File: src/rtl/pipeline_cmd_issuer.sv
// Purpose : host-side command master; decodes a framed byte stream into
//           instruction/register writes, SRAM delay allocations and full resets.
// Latency : fields and the ISSUE state follow the edge that accepts the last
//           argument byte; write strobes rise one cycle later.
// Backpres: byte_ready is high only while idle or collecting argument bytes.
//           Nothing is buffered, so the next frame waits until this command completes.
// Ports   : clk/reset (async, active-high); byte_in/byte_valid/byte_ready byte stream;
//           block_target, reg_target, instr_val, ctrl_data command fields;
//           instr_write/reg_write strobes with matching acks;
//           alloc_sram_delay and full_reset single-cycle pulses; resetting from the pipeline;
//           busy, err_code (sticky) and cmd_count status.
module pipeline_cmd_issuer #(
  parameter int n_blocks       = 256,
  parameter int reg_addr_width = 4,
  parameter int instr_width    = 32,
  parameter int data_width     = 16,
  parameter int ack_timeout    = 1023,
  localparam int BW = (n_blocks > 1) ? $clog2(n_blocks) : 1,
  localparam int RW = reg_addr_width
) (
  input  logic                   clk,
  input  logic                   reset,
  input  logic [7:0]             byte_in,
  input  logic                   byte_valid,
  output logic                   byte_ready,
  output logic [BW-1:0]          block_target,
  output logic [BW+RW-1:0]       reg_target,
  output logic [instr_width-1:0] instr_val,
  output logic                   instr_write,
  input  logic                   instr_write_ack,
  output logic [data_width-1:0]  ctrl_data,
  output logic                   reg_write,
  input  logic                   reg_write_ack,
  output logic                   alloc_sram_delay,
  output logic                   full_reset,
  input  logic                   resetting,
  output logic                   busy,
  output logic [1:0]             err_code,
  output logic [15:0]            cmd_count
);

  // Argument bits of the longest frame: INSTR is block + word, REG is block + reg + data.
  localparam int ARG_W = ((8 + instr_width) > (16 + data_width)) ? (8 + instr_width) : (16 + data_width);
  localparam int TW    = $clog2(ack_timeout + 1);

  localparam logic [7:0] INSTR_ARGS = 8'(1 + instr_width / 8);
  localparam logic [7:0] REG_ARGS   = 8'(2 + data_width / 8);
  localparam logic [7:0] ALLOC_ARGS = 8'(data_width / 8);
  // Last wait cycle: a wait phase lasts at most ack_timeout cycles.
  localparam logic [TW-1:0] TO_LAST = TW'(ack_timeout - 1);

  typedef enum logic [2:0] {
    S_IDLE, S_ARGS, S_ISSUE, S_WAIT_ACK, S_ALLOC, S_RST_PULSE, S_RST_WAIT
  } state_t;

  typedef enum logic [1:0] {K_INSTR, K_REG, K_ALLOC} kind_t;

  state_t            state, state_nxt;
  kind_t             kind;
  logic [7:0]        arg_cnt;
  logic [ARG_W-9:0]  arg_sr;
  logic [ARG_W-1:0]  arg_next;
  logic [TW-1:0]     timer;

  logic byte_fire, last_arg, ack_seen, timer_last;
  logic wait_done, rst_done, cmd_done, timed_out;

  // Bytes are shifted in MSB first, so the frame's last byte lands in the low bits.
  assign arg_next   = {arg_sr, byte_in};
  assign byte_fire  = byte_valid && byte_ready;
  assign last_arg   = (state == S_ARGS) && byte_fire && (arg_cnt == 8'd1);
  assign ack_seen   = (kind == K_INSTR) ? instr_write_ack : reg_write_ack;
  assign timer_last = (timer == TO_LAST);
  assign wait_done  = (state == S_WAIT_ACK) && ack_seen;
  // The first RST_WAIT cycle (timer == 0) ignores resetting; the pipeline may not have raised it yet.
  assign rst_done   = (state == S_RST_WAIT) && (timer != '0) && !resetting;
  assign cmd_done   = wait_done || rst_done || (state == S_ALLOC);
  assign timed_out  = ((state == S_WAIT_ACK) || (state == S_RST_WAIT)) && timer_last &&
                      !wait_done && !rst_done;

  // State register.
  always_ff @(posedge clk or posedge reset) begin
    if (reset) state <= S_IDLE;
    else       state <= state_nxt;
  end

  // Next-state logic.
  always_comb begin
    state_nxt = state;
    case (state)
      S_IDLE: begin
        if (byte_fire) begin
          if (byte_in == 8'h01 || byte_in == 8'h02 || byte_in == 8'h03) state_nxt = S_ARGS;
          else if (byte_in == 8'h04)                                      state_nxt = S_RST_PULSE;
        end
      end
      S_ARGS:      if (last_arg) state_nxt = (kind == K_ALLOC) ? S_ALLOC : S_ISSUE;
      S_ISSUE:     state_nxt = S_WAIT_ACK;
      S_WAIT_ACK:  if (wait_done || timed_out) state_nxt = S_IDLE;
      S_ALLOC:     state_nxt = S_IDLE;
      S_RST_PULSE: state_nxt = S_RST_WAIT;
      S_RST_WAIT:  if (rst_done || timed_out) state_nxt = S_IDLE;
      default:     state_nxt = S_IDLE;
    endcase
  end

  // Outputs decoded from state. Write strobes live only in WAIT_ACK, so they rise
  // on the edge leaving ISSUE and fall on the edge that samples the ack.
  always_comb begin
    byte_ready       = 1'b0;
    busy             = 1'b0;
    instr_write      = 1'b0;
    reg_write        = 1'b0;
    alloc_sram_delay = 1'b0;
    full_reset       = 1'b0;
    byte_ready       = (state == S_IDLE) || (state == S_ARGS);
    busy             = (state != S_IDLE);
    instr_write      = (state == S_WAIT_ACK) && (kind == K_INSTR);
    reg_write        = (state == S_WAIT_ACK) && (kind == K_REG);
    alloc_sram_delay = (state == S_ALLOC);
    full_reset       = (state == S_RST_PULSE);
  end

  // Frame decode, field capture, wait timer and status.
  always_ff @(posedge clk or posedge reset) begin
    if (reset) begin
      kind         <= K_INSTR;
      arg_cnt      <= '0;
      arg_sr       <= '0;
      timer        <= '0;
      block_target <= '0;
      reg_target   <= '0;
      instr_val    <= '0;
      ctrl_data    <= '0;
      err_code     <= 2'd0;
      cmd_count    <= 16'd0;
    end else begin
      if ((state == S_IDLE) && byte_fire) begin
        case (byte_in)
          8'h01:   begin kind <= K_INSTR; arg_cnt <= INSTR_ARGS; end
          8'h02:   begin kind <= K_REG;   arg_cnt <= REG_ARGS;   end
          8'h03:   begin kind <= K_ALLOC; arg_cnt <= ALLOC_ARGS; end
          8'h04:   begin end
          default: if (err_code == 2'd0) err_code <= 2'd1;
        endcase
      end

      if ((state == S_ARGS) && byte_fire) begin
        arg_sr  <= arg_next[ARG_W-9:0];
        arg_cnt <= arg_cnt - 8'd1;
        if (arg_cnt == 8'd1) begin
          case (kind)
            K_INSTR: begin
              block_target <= arg_next[instr_width +: BW];
              instr_val    <= arg_next[instr_width-1:0];
            end
            K_REG: begin
              reg_target <= {arg_next[data_width + 8 +: BW], arg_next[data_width +: RW]};
              ctrl_data  <= arg_next[data_width-1:0];
            end
            default: ctrl_data <= arg_next[data_width-1:0];
          endcase
        end
      end

      if ((state == S_ISSUE) || (state == S_RST_PULSE))          timer <= '0;
      else if ((state == S_WAIT_ACK) || (state == S_RST_WAIT))   timer <= timer + TW'(1);

      if (cmd_done) cmd_count <= cmd_count + 16'd1;
      if (timed_out && (err_code == 2'd0)) err_code <= 2'd2;
    end
  end

endmodule

File: config.mk
export PLATFORM = sky130hd
export DESIGN_NAME = pipeline_cmd_issuer
export DESIGN_NICKNAME = d
export VERILOG_FILES = /design/src/rtl/pipeline_cmd_issuer.sv
export SDC_FILE = /design/constraint.sdc
export NUM_CORES = 1
export LEC_CHECK = 0
export CAP_MARGIN = 5
export CORE_ASPECT_RATIO = 0.9
export CORE_MARGIN = 3
export CORE_UTILIZATION = 48
export CTS_CLUSTER_SIZE = 10
export DETAILED_ROUTE_END_ITERATION = 8
export PLACE_DENSITY = 0.86
export REMOVE_ABC_BUFFERS = 1
export SLEW_MARGIN = 0
export SYNTH_ARGS = -nofsm -noshare
export SYNTH_HDL_FRONTEND = slang
export SYNTH_SLANG_ARGS = --single-unit
File: constraint.sdc
create_clock -name clk -period 5.6 [get_ports clk]
set_clock_uncertainty 0.2 [all_clocks]
set_input_delay 1.68 -clock clk [delete_from_list [all_inputs] [get_ports clk]]
set_output_delay 1.68 -clock clk [all_outputs]
set_load 0.02 [all_outputs]
Word-level counts from Yosys, hierarchy flattened
Cells that the tools add are included.
{"block": "totals", "ff_bits": 141, "elab_cells": 98, "in_bits": 14, "output_inout_bits": 92}
{"block": "classes", "n_eq_ne": 20, "bitwise": 1, "n_mux": 19, "n_reduce_logical": 44, "add_sub_neg": 3}
{"op": "$pmux 8 s3", "n": 1}
{"op": "$mux 3", "n": 7}
{"op": "$mux 10", "n": 2}
{"op": "$pmux 3 s6", "n": 1}
{"op": "$add 16x1->16 const B", "n": 1}
{"op": "$eq 8x1->1 const B", "n": 2}
{"op": "$eq 8x2->1 const B", "n": 2}
{"op": "$mux 8", "n": 2}
{"op": "$logic_and 1x1->1", "n": 13}
{"op": "$reduce_and 3->1", "n": 4}
{"op": "$add 10x1->10 const B", "n": 1}
{"op": "$eq 10x10->1 const B", "n": 1}
{"op": "$reduce_bool 10->1", "n": 1}
{"op": "$eq 3x3->1 const B", "n": 3}
{"op": "$logic_or 1x1->1", "n": 9}
{"op": "$eq 8x3->1 const B", "n": 1}
{"op": "$mux 2", "n": 4}
{"op": "$reduce_bool 2->1", "n": 4}
{"op": "$sub 8x1->8 const B", "n": 1}
{"op": "$eq 3x2->1 const B", "n": 2}
{"op": "$ne 2x1->1 const B", "n": 3}
{"op": "$pmux 2 s3", "n": 1}
{"op": "$reduce_bool 3->1", "n": 2}
{"op": "$reduce_and 5->1", "n": 1}
{"op": "13 further kinds", "n": 18}

Longest topological paths before layout
Gate-level depths: netlist of the first run.
{"block": "logic_depth", "ltp_word": 9, "ltp_mapped": 9, "mapped_depth_nobuf": 7}

Least setup slack after synthesis of the first run
No wires, ideal clock.
{"block": "synth_timing", "path_type": "register to output", "start": "reg state[2]", "end": "out reg_write", "arrival_time_ns": 1.276, "stages_incl_launch_ff": 4, "n_path_buf": 1, "path_slack_ns": 2.444, "path_cell_list": "dfrtp_1 buf_6 nand3b_1 nor3b_1"}
{"block": "synth_via", "elab_chain_cells": 2}
{"element": "start: declaration", "line_no": "58", "source": "state_t state, state_nxt;"}
{"element": "start signal: assignment", "line_no": "84", "source": "else state <= state_nxt;"}
{"element": "$eq 3x2->1", "line_no": "119", "source": "reg_write = (state == S_WAIT_ACK) && (kind == K_REG);"}
{"element": "$logic_and 1x1->1", "line_no": "119"}
{"element": "end: declaration", "line_no": "32", "source": "output logic reg_write,"}
Every way passes these cells.

Worst setup path in the final report of the first run
{"block": "layout_timing", "start": "reg state[1]", "end": "out reg_write"}
The elaborated chain is that of the path after synthesis.

==> results of run 1 <==
-- cell families after synthesis --
family	share of synthesized area, %
simple gates	16.9
flops	57.3
mux	14.2
buf+inv	3.33
compound gates	3.35
xor+xnor	3.70
fa+ha+maj	1.22
-- worst min-delay path, delay by kind of cell, from the launching register on --
kind            cells  cell delay (ns)
flops               1             0.34
buf+inv             1             0.06
compound gates      1             0.05
-- metrics by stage --
stage,hold WS (ns),cell area [µm²]
after global routing,0.300,7840
after global placement,0.258,7290
after CTS,0.282,7840
after floorplan,0.242,5990
after detailed placement,0.268,7290
final,0.285,7840
-- layout make-up --
cell class	count	area [µm²]	share of cell area [%]
Tap cell	160	200	2.56
Inverter	10	42.5	0.543
Sequential cell	141	3530	45.0
Clock buffer	22	454	5.80
Multi-Input combinational cell	345	2430	31.0
Clock inverter	8	93.8	1.20
Timing Repair Buffer	110	1090	13.9
-- final timing paths --
check                                        start                        end  slack [ns]  cells past startpoint
setup / recovery              state[1]$_DFFE_PP0P_                  reg_write        1.42                      3
hold / removal             err_code[1]$_DFFE_PP0P_    err_code[1]$_DFFE_PP0P_        0.29                      2
setup reg to reg              state[1]$_DFFE_PP0P_  instr_val[27]$_DFFE_PP0P_        2.54                      7
hold reg to reg            err_code[1]$_DFFE_PP0P_    err_code[1]$_DFFE_PP0P_        0.29                      2
max in group asynchronous                    reset     arg_sr[15]$_DFFE_PP0P_        2.67                      3
min in group asynchronous                    reset  cmd_count[13]$_DFFE_PP0P_        1.60                      2
-- power by group through the flow --
stage | logic [mW] | clock network [mW] | registers (mW)
4_1_cts | 1.11 | 1.07 | 1.54
6_report | 1.10 | 1.05 | 1.55
3_5_place_dp | 1.09 | 0 | 1.55
2_1_floorplan | 0.503 | 0 | 1.65
5_1_grt | 1.19 | 1.11 | 1.59
3_3_place_gp | 1.05 | 0 | 1.54
-- routing by layer --
layer  share of wire, %  vias to the layer above  track usage (%)
met5                  0                        -                0
met4               0.70                        0             5.92
met1                 44                     2134             26.3
li1                   -                     1987                -
met2                 51                      141             33.4
met3                4.8                       15             5.06
-- cells in the final DEF (no fill, tap or decap), types with 3 or more instances in the layout --
cell type	synthesis	routed
sky130_fd_sc_hd__xor2_1	10	10
sky130_fd_sc_hd__clkbuf_16	0	17
sky130_fd_sc_hd__or3_1	5	5
sky130_fd_sc_hd__nor2_1	18	18
sky130_fd_sc_hd__dfrtp_1	141	141
sky130_fd_sc_hd__mux2_2	42	42
sky130_fd_sc_hd__buf_4	2	5
sky130_fd_sc_hd__a21oi_1	8	8
sky130_fd_sc_hd__clkdlybuf4s50_1	0	105
sky130_fd_sc_hd__a31oi_1	4	4
sky130_fd_sc_hd__nand4_1	14	14
sky130_fd_sc_hd__nor3b_1	4	4
sky130_fd_sc_hd__and3_1	6	6
sky130_fd_sc_hd__nor3_1	3	3
sky130_fd_sc_hd__nand2_1	120	120
sky130_fd_sc_hd__ha_1	6	6
sky130_fd_sc_hd__clkinv_2	0	5
sky130_fd_sc_hd__clkbuf_1	8	4
sky130_fd_sc_hd__mux2_4	26	26
sky130_fd_sc_hd__o21ai_0	9	9
sky130_fd_sc_hd__nor2b_1	5	5
sky130_fd_sc_hd__nand3_1	14	14
sky130_fd_sc_hd__inv_1	10	9
sky130_fd_sc_hd__xnor2_1	16	16
-- registers in the layout (all words and copies together), names as in the netlist --
register,cells
timer,10
arg_sr,32
err_code,2
reg_target,12
state,3
block_target,8
kind,2
instr_val,32
cmd_count,16
arg_cnt,8
ctrl_data,16
==> tab_implementation.tex, run 1 <==
\begin{tabular}{lr}
\hline
Metric & Value \\
\hline
\multicolumn{2}{l}{\textbf{Route}} \\
\quad Routed wire per std cell & 17.0 µm \\
\quad DRC & 0 \\
\quad Detailed Route WL & 13500 µm \\
\quad First-pass iteration count of the detailed router & 5 \\
\quad Violation count after the first detailed-routing iteration & 365 \\
\quad Number of nets still failing antenna checks after routing & 0 \\
\quad Via/cell ratio & 5.37 \\
\quad Count of vias placed by the detailed router & 4277 \\
\multicolumn{2}{l}{\textbf{Place}} \\
\quad Detailed-placement wirelength estimate & 9180 µm \\
\quad Count of input and output buffers & 105 \\
\quad Placer Congestion & 0.862 \\
\quad Post-placement cell count & 766 \\
\quad Worst slack after detailed placement & 1.27 ns \\
\multicolumn{2}{l}{\textbf{Power}} \\
\quad Total internal power & 2.48 mW \\
\quad Combinational share of power & 29.7\% \\
\quad Pwr per Cell Area & 472 mW/mm² \\
\quad Clock power share & 28.5\% \\
\quad Power Total & 3.70 mW \\
\quad Worst IR Drop VDD & 258 µV \\
\quad Sw Ratio & 33.0\% \\
\quad Seq pwr share & 41.8\% \\
\quad Leakage power of the design & 3.79 nW \\
\quad Net switching power of the design & 1.22 mW \\
\multicolumn{2}{l}{\textbf{Synthesis}} \\
\quad Cell types with the highest counts after synthesis & 141 x sky130\_fd\_sc\_hd\_\_dfrtp\_1, 120 x sky130\_fd\_sc\_hd\_\_nand2\_1, 42 x sky130\_fd\_sc\_hd\_\_mux2\_2 \\
\quad Largest area contributor in the netlist & sky130\_fd\_sc\_hd\_\_dfrtp\_1 \\
\quad Register area share after synthesis & 57.3\% \\
\quad Number of enable flip-flop cells after synthesis & 0 \\
\quad Cells taking the most area after synthesis & sky130\_fd\_sc\_hd\_\_dfrtp\_1 57\%, sky130\_fd\_sc\_hd\_\_mux2\_2 7.7\%, sky130\_fd\_sc\_hd\_\_nand2\_1 7.3\%, sky130\_fd\_sc\_hd\_\_mux2\_4 6.3\%, sky130\_fd\_sc\_hd\_\_xnor2\_1 2.3\% \\
\quad Unique cell type count in the Yosys netlist & 54 \\
\quad Most common cell in the netlist & sky130\_fd\_sc\_hd\_\_dfrtp\_1 \\
\quad Area of the mapped netlist & 0.00616 mm² \\
\quad Flip-flop cell with the highest count after synthesis & sky130\_fd\_sc\_hd\_\_dfrtp\_1 \\
\quad Register bit total from synthesis & 141 \\
\quad Syn\_area\_per\_cell & 11.8 µm² \\
\quad Cells after synthesis & 520 \\
\quad Yosys top cell area share & 57.3\% \\
\quad Count of warnings emitted by yosys & 0 \\
\quad Share of flip-flops with an asynchronous set or reset & 100\% \\
\multicolumn{2}{l}{\textbf{Finish}} \\
\quad Area growth from synthesis to layout & 27.2\% \\
\quad Fraction of layout cells with a size suffix above 1 & 17.9\% \\
\quad Final-layout fill cell count & 920 \\
\quad Final core occ & 63.6\% \\
\quad Nets & 645 \\
\quad Final antenna diode count & 0 \\
\quad Non-Filler Instances & 796 \\
\multicolumn{2}{l}{\textbf{Clock tree}} \\
\quad Number of setup buffers added after CTS & 0 \\
\quad Post-CTS sizing & 0 \\
\quad Number of hold-repair buffers added at the cts stage & 0 \\
\quad Max Root-Sink Buffers & 2 \\
\quad Worst-path clk slew & 0.06 ns \\
\quad Clock network latency to the later pin of the worst-skew pair & 0.41 ns \\
\quad Root buf cell & sky130\_fd\_sc\_hd\_\_clkbuf\_16 \\
\quad TritonCTS clock tree & yes \\
\quad Clock buffer count from CTS & 17 \\
\quad Htree depth & 4 \\
\quad Number of clock sinks seen by CTS & 141 \\
\multicolumn{2}{l}{\textbf{Timing}} \\
\quad Transition at the pin with the smallest max-transition slack & 0.850 ns \\
\quad Final Hold Viols & 0 \\
\quad F\_max & 239 MHz \\
\quad Time the worst path needs with I/O delays and setup & 4.18 ns \\
\quad Final worst slack & 1.42 ns \\
\quad Setup TNS & 0 ns \\
\quad Unrepaired setup endpoints after global routing & false \\
\quad Worst slew margin & 43.3\% \\
\quad Final max-slew violation count & 0 \\
\quad Count of endpoints failing setup in the final report & 0 \\
\quad Period utilisation layout & 74.6\% \\
\multicolumn{2}{l}{\textbf{Die}} \\
\quad Top-level I/O count & 106 \\
\quad Width of the die & 125 µm \\
\quad Row cnt & 38 \\
\quad Initial cell density of the core & 50.0\% \\
\quad Floorplan core area & 0.0123 mm² \\
\quad Die outline height & 113 µm \\
\quad Die area & 0.0142 mm² \\
\multicolumn{2}{l}{\textbf{Setup path}} \\
\quad Data arrival at the endpoint of the critical path & 2.30 ns \\
\quad Worst Path Buf+Inv & 1 \\
\quad Family of cells with the greatest summed delay on the critical path & flip-flops \\
\quad Worst Setup Start Kind & flip-flop \\
\quad CP max stage cell & sky130\_fd\_sc\_hd\_\_dfrtp\_1 \\
\quad Cells traversed along the worst timing path & nand3b\_1 -> nor3b\_1 -> clkdlybuf4s50\_1 \\
\quad Largest stage delay on the critical path & 0.76 ns \\
\quad Max Fanout on Critical Path & 18 \\
\quad Data required time at the worst endpoint & 3.72 ns \\
\quad CP Capture Type & primary output \\
\quad Worst setup path category & reg -> out \\
\multicolumn{2}{l}{\textbf{Global routing}} \\
\quad Remaining global-route overflow & 0 \\
\quad Wire length of the first global-routing pass & 22900 µm \\
\quad Overall Global Routing Usage & 20.1\% \\
\quad Via count of the first global-routing pass & 4510 \\
\quad Antenna violations before repair & 0 \\
\quad Maximum number of pins on one net before global-route repair & 96 \\
\multicolumn{2}{l}{\textbf{Flow run}} \\
\quad Maxcap violations & 0 \\
\multicolumn{2}{l}{\textbf{Min path}} \\
\quad Worst min path class & reg -> reg \\
\multicolumn{2}{l}{\textbf{Run status}} \\
\quad Result of the run & complete, no violations \\
\hline
\end{tabular}
No activity file was read; power rests on OpenSTA's default activity.
==> inputs of run 2 (changes only) <==
--- a/config.mk
+++ b/config.mk
@@ -8,10 +8,10 @@
 export CAP_MARGIN = 5
 export CORE_ASPECT_RATIO = 0.9
 export CORE_MARGIN = 3
-export CORE_UTILIZATION = 48
+export CORE_UTILIZATION = 53
 export CTS_CLUSTER_SIZE = 10
 export DETAILED_ROUTE_END_ITERATION = 8
-export PLACE_DENSITY = 0.86
+export PLACE_DENSITY = 0.9
 export REMOVE_ABC_BUFFERS = 1
 export SLEW_MARGIN = 0
 export SYNTH_ARGS = -nofsm -noshare
==> constraint.sdc (replaced) <==
create_clock -name clk -period 4 [get_ports clk]
set_clock_uncertainty 0.2 [all_clocks]
set_input_delay 1.2 -clock clk [delete_from_list [all_inputs] [get_ports clk]]
set_output_delay 1.2 -clock clk [all_outputs]
set_load 0.02 [all_outputs]
==> run 2 against run 1 <==
Compared with the run above: cell count shrank 0.38%; clock-buffer cell count unchanged; wire length increased by 5.5%; worst hold slack worse by 0.00097 ns; global-route usage rose by 3.3 points; via count grew 1.6%; flip-flop and latch count is the same; sequential share of layout area fell by 0.29 points; critical endpoint is now alloc_sram_delay; highest routed layer unchanged.
==> tab_implementation.tex, run 2 (synthesized netlist as in run 1, its figures left out) <==
\begin{tabular}{lr}
\hline
Metric & Value \\
\hline
\multicolumn{2}{l}{\textbf{Route}} \\
\quad Count of vias placed by the detailed router & 4344 (+1.6\%) \\
\quad DRC & 0 (unchanged) \\
\quad Violation count after the first detailed-routing iteration & 462 (+27\%) \\
\quad First-pass iteration count of the detailed router & 5 (unchanged) \\
\quad Via/cell ratio & 5.48 (+2.0\%) \\
\quad Routed wire per std cell & 18.0 µm (+5.9\%) \\
\quad Number of nets still failing antenna checks after routing & 0 (unchanged) \\
\quad Detailed Route WL & 14200 µm (+5.5\%) \\
\multicolumn{2}{l}{\textbf{Clock tree}} \\
\quad TritonCTS clock tree & yes \\
\quad Root buf cell & sky130\_fd\_sc\_hd\_\_clkbuf\_16 \\
\quad Htree depth & 4 (unchanged) \\
\quad Number of hold-repair buffers added at the cts stage & 0 (unchanged) \\
\quad Max Root-Sink Buffers & 2 (unchanged) \\
\quad Clock buffer count from CTS & 17 (unchanged) \\
\quad Number of setup buffers added after CTS & 0 (unchanged) \\
\quad Number of clock sinks seen by CTS & 141 (unchanged) \\
\quad Worst-path clk slew & 0.06 ns (about the same) \\
\quad Clock network latency to the later pin of the worst-skew pair & 0.41 ns (about the same) \\
\quad Post-CTS sizing & 0 (unchanged) \\
\multicolumn{2}{l}{\textbf{Finish}} \\
\quad Non-Filler Instances & 793 (-0.38\%) \\
\quad Registers with the highest flip-flop counts & arg\_sr: 32 flops, instr\_val: 32 flops \\
\quad Leading cell types in the layout, fill and taps excluded & 141 x sky130\_fd\_sc\_hd\_\_dfrtp\_1, 120 x sky130\_fd\_sc\_hd\_\_nand2\_1, 105 x sky130\_fd\_sc\_hd\_\_clkdlybuf4s50\_1 \\
\quad Fraction of layout cells with a size suffix above 1 & 18.7\% (+0.80 points) \\
\quad Most common cell after layout, fill and taps aside & sky130\_fd\_sc\_hd\_\_dfrtp\_1 \\
\quad Area growth from synthesis to layout & 28.0\% \\
\quad Nets & 648 (+0.47\%) \\
\quad Final antenna diode count & 0 (unchanged) \\
\quad Final-layout fill cell count & 755 (-18\%) \\
\multicolumn{2}{l}{\textbf{Timing}} \\
\quad F\_max & 279 MHz \\
\quad Transition at the pin with the smallest max-transition slack & 0.701 ns (-0.149 ns) \\
\quad Period utilisation layout & 89.6\% \\
\quad Final max-slew violation count & 0 (unchanged) \\
\quad Worst slew margin & 53.3\% (+9.9 points) \\
\quad Time the worst path needs with I/O delays and setup & 3.58 ns \\
\quad Final Hold Viols & 0 (unchanged) \\
\quad Unrepaired setup endpoints after global routing & false \\
\quad Count of endpoints failing setup in the final report & 0 (unchanged) \\
\quad Worst hold slack & 0.284 ns (-0.000969 ns) \\
\multicolumn{2}{l}{\textbf{Power}} \\
\quad Leakage power of the design & 3.82 nW (+0.77\%) \\
\quad Power Total & 5.23 mW (+42\%) \\
\quad Worst IR Drop VDD & 358 µV (+39\%) \\
\quad Pwr per Cell Area & 663 mW/mm² (+41\%) \\
\multicolumn{2}{l}{\textbf{Place}} \\
\quad Count of input and output buffers & 105 (unchanged) \\
\quad Post-placement cell count & 761 (-0.65\%) \\
\quad Placer Congestion & 0.830 (-3.8\%) \\
\quad Detailed-placement wirelength estimate & 9290 µm (+1.1\%) \\
\multicolumn{2}{l}{\textbf{Global routing}} \\
\quad Antenna violations before repair & 0 (unchanged) \\
\quad Via count of the first global-routing pass & 4570 (+1.3\%) \\
\quad Wire length of the first global-routing pass & 23500 µm (+2.6\%) \\
\quad Overall Global Routing Usage & 23.4\% (+3.3 points) \\
\quad Remaining global-route overflow & 0 (unchanged) \\
\quad Maximum number of pins on one net before global-route repair & 77 (-20\%) \\
\multicolumn{2}{l}{\textbf{Die}} \\
\quad Width of the die & 120 µm (-4.6\%) \\
\quad Floorplan core area & 0.0111 mm² (-10\%) \\
\quad Row cnt & 36 (-5.3\%) \\
\quad Die outline height & 108 µm (-4.6\%) \\
\quad Die area & 0.0130 mm² (-9.0\%) \\
\quad Top-level I/O count & 106 (unchanged) \\
\quad Initial cell density of the core & 55.6\% (+5.6 points) \\
\multicolumn{2}{l}{\textbf{Setup path}} \\
\quad Family of cells with the greatest summed delay on the critical path & buffers and inverters \\
\quad Max Fanout on Critical Path & 11 (-7) \\
\quad Largest stage delay on the critical path & 0.63 ns (-0.13 ns) \\
\quad Data arrival at the endpoint of the critical path & 2.18 ns (-0.12 ns) \\
\quad Worst setup path category & reg -> out \\
\quad Cells traversed along the worst timing path & nor2b\_1 -> nor2b\_1 -> clkdlybuf4s50\_1 \\
\quad Cell repeated most along the worst path & sky130\_fd\_sc\_hd\_\_nor2b\_1 \\
\quad CP max stage cell & sky130\_fd\_sc\_hd\_\_clkdlybuf4s50\_1 \\
\quad Data required time at the worst endpoint & 2.60 ns (-1.12 ns) \\
\quad CP Capture Type & primary output \\
\quad Worst Setup Start Kind & flip-flop \\
\quad Worst Path Buf+Inv & 1 (unchanged) \\
\multicolumn{2}{l}{\textbf{Run status}} \\
\quad Result of the run & complete, no violations \\
\multicolumn{2}{l}{\textbf{Min path}} \\
\quad Worst min path class & reg -> reg \\
\multicolumn{2}{l}{\textbf{Flow run}} \\
\quad Maxcap violations & 0 (unchanged) \\
\hline
\end{tabular}
==> run 2: cell count changes in the layout (fill, tap and decap cells not counted) <==
| cell | previous run | this run |
|---|---|---|
| sky130_fd_sc_hd__and4bb_1 | 0 | 1 |
| sky130_fd_sc_hd__and4bb_2 | 2 | 1 |
| sky130_fd_sc_hd__buf_12 | 0 | 2 |
| sky130_fd_sc_hd__buf_4 | 5 | 6 |
| sky130_fd_sc_hd__bufinv_16 | 2 | 1 |
| sky130_fd_sc_hd__clkbuf_1 | 4 | 2 |
| sky130_fd_sc_hd__clkbuf_8 | 1 | 3 |
| sky130_fd_sc_hd__clkinvlp_4 | 0 | 2 |
| sky130_fd_sc_hd__inv_6 | 1 | 2 |
==> run 2: through the flow <==
stage	TNS, ns	worst slack, ns	area [µm²]	util (%)
CTS	0	0.404	7890	71.2
global route	0	0.213	7890	71.2
global placement	0	0.561	7320	66.1
finish	0	0.416	7890	71.2
detailed placement	0	0.519	7320	66.1
floorplan	-166.55	-1.18	5990	-
==> run 2: routing by layer <==
layer	share of wire [%]	vias up	track usage, %
met5	0	-	0
li1	-	1993	-
met4	2.0	0	8.34
met1	42	2161	29.2
met2	51	164	39.9
met3	5.5	26	5.96
==> run 2: area by class of cell <==
class	count	area [µm²]	share of cell area, %
Tap cell	152	190	2.41
Sequential cell	141	3530	44.7
Clock buffer	22	474	6.01
Multi-Input combinational cell	345	2430	30.8
Inverter	10	42.5	0.539
Clock inverter	10	87.6	1.11
Timing Repair Buffer	113	1140	14.4
==> run 2: final timing paths <==
kind / startpoint / to / slack [ns] / depth (start not counted)
worst min register to register: arg_sr[27]$_DFFE_PP0P_ / arg_sr[27]$_DFFE_PP0P_ / 0.28 / 2
min in group asynchronous: reset / instr_val[31]$_DFFE_PP0P_ / 1.06 / 2
max in group asynchronous: reset / timer[5]$_DFFE_PP0P_ / 1.87 / 3
worst max register to register: arg_cnt[4]$_DFFE_PP0P_ / reg_target[6]$_DFFE_PP0P_ / 1.51 / 5
worst max-delay path: state[2]$_DFFE_PP0P_ / alloc_sram_delay / 0.42 / 3
worst min-delay path: arg_sr[27]$_DFFE_PP0P_ / arg_sr[27]$_DFFE_PP0P_ / 0.28 / 2
==> run 2: report_power, final <==
| part | internal [mW] | total, mW | switching (mW) |
|---|---|---|---|
| combinational | 0.759 | 1.60 | 0.836 |
| sequential | 1.80 | 2.15 | 0.355 |
| clock | 0.901 | 1.48 | 0.584 |
| total | 3.46 | 5.23 | 1.78 |
==> run 2: worst min-delay path: stages (launching register included) <==
cell                      delay (ns)
sky130_fd_sc_hd__dfrtp_1        0.35
sky130_fd_sc_hd__nand2_1        0.05
sky130_fd_sc_hd__nand2_1        0.05
